`src/rtl/fft_bfly_r2_if.sv`:
```
// Stream bundle for the radix-2 butterfly: input pair + twiddle index,
// twiddle ROM address/reply, and the result stream.
//   slave  : butterfly side (consumes in_*, tw_*, out_ready; drives the rest)
//   master : environment side (upstream source, twiddle ROM, downstream sink)
interface fft_bfly_r2_if #(
    parameter int WIDTH    = 16,
    parameter int TW_WIDTH = 16,
    parameter int ADDR_W   = 3
);
    logic                       in_valid;
    logic                       in_ready;
    logic signed [WIDTH-1:0]    in_a_re;
    logic signed [WIDTH-1:0]    in_a_im;
    logic signed [WIDTH-1:0]    in_b_re;
    logic signed [WIDTH-1:0]    in_b_im;
    logic [ADDR_W-1:0]          in_k;
    logic [ADDR_W-1:0]          tw_addr;
    logic signed [TW_WIDTH-1:0] tw_re;
    logic signed [TW_WIDTH-1:0] tw_im;
    logic                       out_valid;
    logic                       out_ready;
    logic signed [WIDTH-1:0]    out_x0_re;
    logic signed [WIDTH-1:0]    out_x0_im;
    logic signed [WIDTH-1:0]    out_x1_re;
    logic signed [WIDTH-1:0]    out_x1_im;
    logic                       out_ovf;

    modport slave (
        input  in_valid, in_a_re, in_a_im, in_b_re, in_b_im, in_k,
        input  tw_re, tw_im, out_ready,
        output in_ready, tw_addr, out_valid,
        output out_x0_re, out_x0_im, out_x1_re, out_x1_im, out_ovf
    );

    modport master (
        output in_valid, in_a_re, in_a_im, in_b_re, in_b_im, in_k,
        output tw_re, tw_im, out_ready,
        input  in_ready, tw_addr, out_valid,
        input  out_x0_re, out_x0_im, out_x1_re, out_x1_im, out_ovf
    );
endinterface

```
`src/rtl/fft_bfly_r2.sv`:
```
// Pipelined radix-2 DIT butterfly: x0 = a + b*W^k, x1 = a - b*W^k.
// Optional 1/2 scaling (SCALE=1) or unscaled saturating output (SCALE=0).
// Ports:
//   clk, rst_n : clock, asynchronous active-low reset
//   bus        : fft_bfly_r2_if.slave -- input pair/index (valid/ready),
//                twiddle ROM address out / combinational reply in,
//                result stream (valid/ready) with saturation flag.
// Latency: a pair accepted at edge n is presented after edge n+3.
// Stall is global: every stage holds while the output is stalled.
module fft_bfly_r2 #(
    parameter int WIDTH    = 16,
    parameter int TW_WIDTH = 16,
    parameter int ADDR_W   = 3,
    parameter int SCALE    = 1
) (
    input logic          clk,
    input logic          rst_n,
    fft_bfly_r2_if.slave bus
);
    localparam int PW = WIDTH + TW_WIDTH;   // product width
    localparam int TW = WIDTH + 1;          // rotated operand width
    localparam int SW = WIDTH + 2;          // sum width

    localparam logic signed [PW:0]   RND  = (PW+1)'(1) <<< (TW_WIDTH - 2);
    localparam logic signed [SW-1:0] YMAX = SW'((1 <<< (WIDTH - 1)) - 1);
    localparam logic signed [SW-1:0] YMIN = SW'(-(1 <<< (WIDTH - 1)));

    logic adv;

    // S1 capture
    logic                       v1, k0_1;
    logic signed [WIDTH-1:0]    a1_re, a1_im, b1_re, b1_im;
    logic signed [TW_WIDTH-1:0] w1_re, w1_im;

    // S2 multiply
    logic                       v2, k0_2;
    logic signed [WIDTH-1:0]    a2_re, a2_im, b2_re, b2_im;
    logic signed [PW-1:0]       p_rr, p_ii, p_ri, p_ir;

    // S3 rotated operand
    logic                       v3;
    logic signed [WIDTH-1:0]    a3_re, a3_im;
    logic signed [TW-1:0]       t3_re, t3_im;

    // output register
    logic                       vo, ovf;
    logic signed [WIDTH-1:0]    x0_re, x0_im, x1_re, x1_im;

    logic signed [PW:0]         sum_re, sum_im;
    logic signed [TW-1:0]       t_re, t_im;
    logic signed [SW-1:0]       s0_re, s0_im, s1_re, s1_im;
    logic [WIDTH:0]             r0_re, r0_im, r1_re, r1_im;

    function automatic logic signed [SW-1:0] scale_s(input logic signed [SW-1:0] s);
        if (SCALE != 0)
            return SW'(((SW+1)'(s) + (SW+1)'(1)) >>> 1);
        else
            return s;
    endfunction

    // Returns {saturated, value}.
    function automatic logic [WIDTH:0] sat(input logic signed [SW-1:0] y);
        if (y > YMAX)
            return {1'b1, WIDTH'(YMAX)};
        else if (y < YMIN)
            return {1'b1, WIDTH'(YMIN)};
        else
            return {1'b0, WIDTH'(y)};
    endfunction

    assign adv          = !(vo && !bus.out_ready);
    assign bus.in_ready = adv;
    assign bus.tw_addr  = bus.in_k;

    // Combine split over two registers: rounding/shift of the products
    // (and the k=0 bypass, W^0 = +1 not being representable) before the
    // S3 register, add/sub/scale/saturate before the output register.
    always_comb begin
        sum_re = (PW+1)'(p_rr) - (PW+1)'(p_ii) + RND;
        sum_im = (PW+1)'(p_ri) + (PW+1)'(p_ir) + RND;
        if (k0_2) begin
            t_re = TW'(b2_re);
            t_im = TW'(b2_im);
        end else begin
            t_re = TW'(sum_re >>> (TW_WIDTH - 1));
            t_im = TW'(sum_im >>> (TW_WIDTH - 1));
        end
    end

    always_comb begin
        s0_re = SW'(a3_re) + SW'(t3_re);
        s0_im = SW'(a3_im) + SW'(t3_im);
        s1_re = SW'(a3_re) - SW'(t3_re);
        s1_im = SW'(a3_im) - SW'(t3_im);
        r0_re = sat(scale_s(s0_re));
        r0_im = sat(scale_s(s0_im));
        r1_re = sat(scale_s(s1_re));
        r1_im = sat(scale_s(s1_im));
    end

    always_ff @(posedge clk or negedge rst_n) begin
        if (!rst_n) begin
            v1    <= 1'b0;
            k0_1  <= 1'b0;
            a1_re <= '0;
            a1_im <= '0;
            b1_re <= '0;
            b1_im <= '0;
            w1_re <= '0;
            w1_im <= '0;
            v2    <= 1'b0;
            k0_2  <= 1'b0;
            a2_re <= '0;
            a2_im <= '0;
            b2_re <= '0;
            b2_im <= '0;
            p_rr  <= '0;
            p_ii  <= '0;
            p_ri  <= '0;
            p_ir  <= '0;
            v3    <= 1'b0;
            a3_re <= '0;
            a3_im <= '0;
            t3_re <= '0;
            t3_im <= '0;
            vo    <= 1'b0;
            ovf   <= 1'b0;
            x0_re <= '0;
            x0_im <= '0;
            x1_re <= '0;
            x1_im <= '0;
        end else if (adv) begin
            v1    <= bus.in_valid;
            k0_1  <= (bus.in_k == ADDR_W'(0));
            a1_re <= bus.in_a_re;
            a1_im <= bus.in_a_im;
            b1_re <= bus.in_b_re;
            b1_im <= bus.in_b_im;
            w1_re <= bus.tw_re;
            w1_im <= bus.tw_im;

            v2    <= v1;
            k0_2  <= k0_1;
            a2_re <= a1_re;
            a2_im <= a1_im;
            b2_re <= b1_re;
            b2_im <= b1_im;
            p_rr  <= PW'(b1_re) * PW'(w1_re);
            p_ii  <= PW'(b1_im) * PW'(w1_im);
            p_ri  <= PW'(b1_re) * PW'(w1_im);
            p_ir  <= PW'(b1_im) * PW'(w1_re);

            v3    <= v2;
            a3_re <= a2_re;
            a3_im <= a2_im;
            t3_re <= t_re;
            t3_im <= t_im;

            vo    <= v3;
            if (v3) begin
                x0_re <= r0_re[WIDTH-1:0];
                x0_im <= r0_im[WIDTH-1:0];
                x1_re <= r1_re[WIDTH-1:0];
                x1_im <= r1_im[WIDTH-1:0];
                ovf   <= r0_re[WIDTH] | r0_im[WIDTH] | r1_re[WIDTH] | r1_im[WIDTH];
            end
        end
    end

    assign bus.out_valid = vo;
    assign bus.out_x0_re = x0_re;
    assign bus.out_x0_im = x0_im;
    assign bus.out_x1_re = x1_re;
    assign bus.out_x1_im = x1_im;
    assign bus.out_ovf   = ovf;
endmodule

```
`src/flat_wrapper.sv`:
```
// flat-port wrapper written by rule: the top's interface ports become plain ports
module fft_bfly_r2_flat 
#(
    parameter int WIDTH    = 16,
    parameter int TW_WIDTH = 16,
    parameter int ADDR_W   = 3,
    parameter int SCALE    = 1
)
  (clk, rst_n, bus_in_valid, bus_in_a_re, bus_in_a_im, bus_in_b_re, bus_in_b_im, bus_in_k, bus_tw_re, bus_tw_im, bus_out_ready, bus_in_ready, bus_tw_addr, bus_out_valid, bus_out_x0_re, bus_out_x0_im, bus_out_x1_re, bus_out_x1_im, bus_out_ovf);
  fft_bfly_r2_if #(.WIDTH(WIDTH), .TW_WIDTH(TW_WIDTH), .ADDR_W(ADDR_W)) bus_i ();
  input logic clk;
  input logic rst_n;
  input wire logic [$bits(bus_i.in_valid)-1:0] bus_in_valid;
  input wire logic [$bits(bus_i.in_a_re)-1:0] bus_in_a_re;
  input wire logic [$bits(bus_i.in_a_im)-1:0] bus_in_a_im;
  input wire logic [$bits(bus_i.in_b_re)-1:0] bus_in_b_re;
  input wire logic [$bits(bus_i.in_b_im)-1:0] bus_in_b_im;
  input wire logic [$bits(bus_i.in_k)-1:0] bus_in_k;
  input wire logic [$bits(bus_i.tw_re)-1:0] bus_tw_re;
  input wire logic [$bits(bus_i.tw_im)-1:0] bus_tw_im;
  input wire logic [$bits(bus_i.out_ready)-1:0] bus_out_ready;
  output wire logic [$bits(bus_i.in_ready)-1:0] bus_in_ready;
  output wire logic [$bits(bus_i.tw_addr)-1:0] bus_tw_addr;
  output wire logic [$bits(bus_i.out_valid)-1:0] bus_out_valid;
  output wire logic [$bits(bus_i.out_x0_re)-1:0] bus_out_x0_re;
  output wire logic [$bits(bus_i.out_x0_im)-1:0] bus_out_x0_im;
  output wire logic [$bits(bus_i.out_x1_re)-1:0] bus_out_x1_re;
  output wire logic [$bits(bus_i.out_x1_im)-1:0] bus_out_x1_im;
  output wire logic [$bits(bus_i.out_ovf)-1:0] bus_out_ovf;
  assign bus_i.in_valid = bus_in_valid;
  assign bus_i.in_a_re = bus_in_a_re;
  assign bus_i.in_a_im = bus_in_a_im;
  assign bus_i.in_b_re = bus_in_b_re;
  assign bus_i.in_b_im = bus_in_b_im;
  assign bus_i.in_k = bus_in_k;
  assign bus_i.tw_re = bus_tw_re;
  assign bus_i.tw_im = bus_tw_im;
  assign bus_i.out_ready = bus_out_ready;
  assign bus_in_ready = bus_i.in_ready;
  assign bus_tw_addr = bus_i.tw_addr;
  assign bus_out_valid = bus_i.out_valid;
  assign bus_out_x0_re = bus_i.out_x0_re;
  assign bus_out_x0_im = bus_i.out_x0_im;
  assign bus_out_x1_re = bus_i.out_x1_re;
  assign bus_out_x1_im = bus_i.out_x1_im;
  assign bus_out_ovf = bus_i.out_ovf;
  fft_bfly_r2 #(.WIDTH(WIDTH), .TW_WIDTH(TW_WIDTH), .ADDR_W(ADDR_W), .SCALE(SCALE)) u_core (.clk(clk), .rst_n(rst_n), .bus(bus_i));
endmodule
```
`config.mk`:
```
export PLATFORM = sky130hd
export DESIGN_NAME = fft_bfly_r2_flat
export DESIGN_NICKNAME = d
export VERILOG_FILES = /design/src/rtl/fft_bfly_r2_if.sv /design/src/rtl/fft_bfly_r2.sv /design/src/flat_wrapper.sv
export SDC_FILE = /design/constraint.sdc
export NUM_CORES = 2
export LEC_CHECK = 0
export CORE_ASPECT_RATIO = 1.5
export CORE_MARGIN = 1.5
export CORE_UTILIZATION = 39
export DETAILED_ROUTE_END_ITERATION = 10
export PLACE_DENSITY = 0.6
export REMOVE_ABC_BUFFERS = 1
export SYNTH_ARGS = -nofsm -noshare
export SYNTH_HDL_FRONTEND = slang
export SYNTH_SLANG_ARGS = --single-unit
```
`constraint.sdc`:
```
create_clock -name clk -period 14.7 [get_ports clk]
set_input_delay 2.94 -clock clk [delete_from_list [all_inputs] [get_ports clk]]
set_output_delay 2.94 -clock clk [all_outputs]
set_load 0.02 [all_outputs]
```
* Yosys cells after proc, flatten, opt, wreduce, memory -nomap -nowiden *
Index checks and enable logic that the tools add are counted.

storage, ports and cells
  word-level logic and storage cells = 72
  memory bits (read-only) = 0
  bits of input ports = 103
  latch bits = 0
  bits in registers = 425
  memory bits (writable) = 0
  memories kept = 0
  output and inout port bits = 70

cells by class
  $lt $le $gt $ge = 8
  bitwise gates (word level) = 4
  shift-type cells = 0
  reductions and logical operators = 5
  add/sub/neg operators = 12
  multipliers = 4
  mux-type cells = 10
  eq/ne operators = 0
  divide/modulo/power cells = 0

operators with widths
  kind                                                                            count
  17-bit 2-to-1 mux                                                               10
  16-bit by 16-bit multiplier with 32-bit output                                  4
  18-bit by 2-bit adder with 19-bit output, second input constant                 4
  18-bit by 16-bit > comparator with 1-bit output, second input constant          4
  18-bit by 16-bit less-than comparator with 1-bit output, second input constant  4
  32-bit by 16-bit adder with 32-bit output, second input constant                2
  16-bit by 17-bit adder with 18-bit output                                       2
  16-bit by 17-bit subtractor with 18-bit output                                  2
  32-bit adder                                                                    1
  32-bit subtractor                                                               1
  3-bit logical NOT                                                               1
  1-bit bitwise OR                                                                3
  1-bit logical NOT                                                               2
  2-bit AND reduction                                                             1
  1-bit logical AND                                                               1
  1-bit inverter                                                                  1

* Depth between registers and ports, before layout *
  word-level depth = 8
  depth in mapped cells = 25
  mapped depth without buffers = 24

* Worst setup path after synthesis *
No wires, ideal clock.

  path kind = input-to-output
  from = input port bus_out_ready
  to = output port bus_in_ready
  path buffers = 2
  slack = 7.995 ns
  required time = 11.760 ns
  arrival time = 3.765 ns
  stages = 4
  cells stage by stage = nor2b_1 -> inv_2 -> clkbuf_1 -> clkbuf_1

between the ends
  longest elaborated chain between the ends = 3

ends and longest elaborated chain
  what               RTL line            RTL
  from (decl)        flat_wrapper.sv:21  input wire logic [$bits(bus_i.out_ready)-1:0] bus_out_ready;
  1-bit logical NOT  fft_bfly_r2.sv:71   assign adv = !(vo && !bus.out_ready);
  1-bit logical AND  fft_bfly_r2.sv:71
  1-bit logical NOT  fft_bfly_r2.sv:71
  to (decl)          flat_wrapper.sv:22  output wire logic [$bits(bus_i.in_ready)-1:0] bus_in_ready;

No other way between the ends.

* Worst setup path in the final report *
Ends and elaborated chain as after synthesis.

==> flow_metrics.tcl <==
set metrics [dict create \
    cts.sinks 425 \
    grt_pass1_wl_um 264000 \
    synthDominantCellAreaShare 0.3408 \
    ys_seq_area_frac 0.1721 \
    post_drt_wl_per_cell_um 17.78 \
    drt_iter0_drc 2247 \
    grt.total_usage 0.2075 \
    first_pass_iters 5 \
    met1_usage 0.2418 \
    grt_remaining_overflow 0 \
    ctsRootBufferMaster "clkbuf_16" \
    crit_top_cell "clkdlybuf4s50_1" \
    cts_buffers 51 \
    cts_tree "built" \
    core-area_mm2 0.1570 \
    cap_violations 0 \
    dp_slack_ns 6.877 \
    syn_to_final_growth_pct 9.076 \
    worst_path_largest_cell_delay_ns 0.60 \
    dp_hpwl_um 124500 \
    end_kind "output pin" \
    cts_max_path_buffers 3 \
    drive_gt1_frac 0.03069 \
    gp_congestion 0.8858 \
    synth_most_common_cell "inv_1" \
    htree_levels 2 \
    hold_path_class "reg2reg" \
    ioPinCount 173 \
    required_ns 11.76 \
    grt_use_met2 0.3693 \
    drc 0 \
    n_fill_cell 15489 \
    via_per_inst 5.034 \
    grt_busiest_layer "met2" \
    final.min_clock_period_ns 7.796 \
    final.setup_skew_ns 0.03199 \
    use_met3 0.01802 \
    fin_crit_sh 0.5303 \
    ys_dominant_reg_cell "dfrtp_1" \
    yosys_warnings 0 \
    path_class "in2out" \
    syn_inst 6895 \
    crit_chain "clkdlybuf4s50_1 > nor2b_4 > buf_4 > inv_8 > clkdlybuf4s50_1" \
    grt_max_degree 140 \
    setup_viol 0 \
    die_x_um 328.0 \
    ff2ff_setup_slack_ns 7.17 \
    fp.dieArea_mm2 0.1609 \
    crit_path_start_kind "input port" \
    start_util 0.3935 \
    path_clk_slew_ns 0.06 \
    min-delay-start "u_core.b2_im[0]" \
    ys_ff_latch 425 \
    crit_buf_inv 4 \
    antenna_found_initial 5 \
    critical_path_arrival_ns 4.86 \
    dr_total_vias 45370 \
    worst_pin_slew_ns 1.232 \
    grt_pass1_vias 49272 \
    fin_ws_ns 6.904 \
    cp_top_family "buffers and inverters" \
    timing.rr.start "u_core.w1_im[15]" \
    clk_latency_ns 0.66 \
    synthTopCellsByArea "fa_1 34%, dfrtp_1 17%, ha_1 11%" \
    slew_headroom 0.1576 \
    synth_edf_count 0 \
    rsz0062_at_grt "no" \
    io_buffers 172 \
    syn_area_mm2 0.06179 \
    ctsResizeCount 0 \
    synth_commonest_cells "1295 x inv_1, 1255 x nand2_1, 1052 x fa_1" \
    status "finished clean" \
    ys_async_sr_fraction 1.000 \
    max_freq_ghz 0.1283 \
    die_y_um 490.5 \
    crit_start "bus_out_ready" \
    rows 178 \
    postSynthAreaPerCell_um2 8.961 \
    ctsHoldBuffers 0 \
    slew_viol_final 0 \
    ant_nets 0 \
    slowest_stage "clkdlybuf4s50_1" \
    wirelength_um 160300 \
    synth_top_cell_by_area "fa_1" \
    hold_violations 0 \
    final_nets 8598 \
    crit_fanout 50 \
    post_cts_buffers 0 \
    synth_cell_type_count 77 \
]
-- layout make-up --
| class | instances | area (um^2) | area share |
|---|---|---|---|
| diodes | 1 | 2.502 | 0.00003713 |
| clock buffers | 64 | 1375 | 0.02040 |
| clock inverters | 31 | 397.9 | 0.005904 |
| inverters | 1297 | 4876 | 0.07235 |
| multi-input cells | 4866 | 45130 | 0.6696 |
| flip-flops and latches | 425 | 10640 | 0.1579 |
| well taps | 2070 | 2590 | 0.03843 |
| repair buffers | 258 | 2385 | 0.03538 |
-- metal layers --
metal	vias up	wire [um]
met5	-	44
met4	8	10980
met3	297	5206
met2	877	81720
met1	23160	62320
li1	21028	-
-- metrics by stage --
stage,cell area (um^2),utilization,instances,setup TNS (ns),hold WS (ns)
2_1_floorplan,60620,-,6588,-4482.68,0.4300
3_3_place_gp,65620,0.4179,8916,0,0.4412
3_5_place_dp,65620,0.4179,8916,0,0.4488
4_1_cts,67390,0.4292,9011,0,0.4632
5_1_grt,67400,0.4292,9012,0,0.4816
6_report,67400,0.4292,9012,0,0.4581
-- cell usage in the layout, fill, tap and decap left out, types with 23 or more instances in the layout --
cell type | Yosys | routed
a211oi_1 | 35 | 35
a21o_1 | 68 | 68
a21oi_1 | 238 | 238
a31oi_1 | 30 | 30
and2_1 | 511 | 510
buf_4 | 3 | 85
clkbuf_16 | 0 | 51
clkdlybuf4s50_1 | 0 | 171
dfrtp_1 | 425 | 421
fa_1 | 1052 | 1052
ha_1 | 544 | 544
inv_1 | 1295 | 1295
nand2_1 | 1255 | 1254
nand2b_1 | 47 | 47
nand3_1 | 42 | 42
nor2_1 | 263 | 263
nor2b_1 | 24 | 23
nor3_1 | 39 | 39
o21a_1 | 43 | 43
o21ai_0 | 184 | 184
o21bai_1 | 26 | 26
xnor2_1 | 157 | 157
xor2_1 | 64 | 64
-- flip-flops by register name, indices dropped and copies added (netlist names), 16 cells and up --
| register | flops |
|---|---|
| u_core.b1_re | 16 |
| u_core.a2_re | 16 |
| u_core.a2_im | 16 |
| u_core.b2_im | 16 |
| u_core.b2_re | 16 |
| u_core.bus.out_x0_im | 16 |
| u_core.p_ri | 32 |
| u_core.p_ir | 32 |
| u_core.t3_im | 17 |
| u_core.t3_re | 17 |
| u_core.bus.out_x1_im | 16 |
| u_core.w1_im | 16 |
| u_core.bus.out_x1_re | 16 |
| u_core.p_rr | 32 |
| u_core.p_ii | 32 |
| u_core.a3_re | 16 |
| u_core.b1_im | 16 |
| u_core.a1_re | 16 |
| u_core.bus.out_x0_re | 16 |
| u_core.w1_re | 16 |
| u_core.a1_im | 16 |
| u_core.a3_im | 16 |
-- worst paths after layout --
path / end / depth (start not counted)
max: bus_in_ready / 5
max in group asynchronous: u_core.t3_re[2] / 4
max reg2reg: u_core.p_ii[22] / 20
min reg2reg: u_core.b2_im[0] / 2
min: u_core.b2_im[0] / 2
min in group asynchronous: u_core.b1_im[10] / 1
-- kinds of logic after synthesis --
group | synth area share
adder cells (fa/ha/maj) | 0.4510
buffers and inverters | 0.09768
XOR/XNOR | 0.03133
AO/OA/AOI/OAI | 0.08033
flip-flops | 0.1721
multiplexers | 0.0008505
AND/OR/NAND/NOR | 0.1667
-- worst reg2reg max path, delay by kind of cell (launching register included) --
kind                     cells  cell delay, ns
buffers and inverters        5            1.41
AO/OA/AOI/OAI                5            1.51
flip-flops                   1            0.34
AND/OR/NAND/NOR              2            0.26
adder cells (fa/ha/maj)      7            3.15
XOR/XNOR                     1            0.70
Power is not shown: default switching activity piles up to over one toggle a cycle in this logic, so the estimate is an artifact.
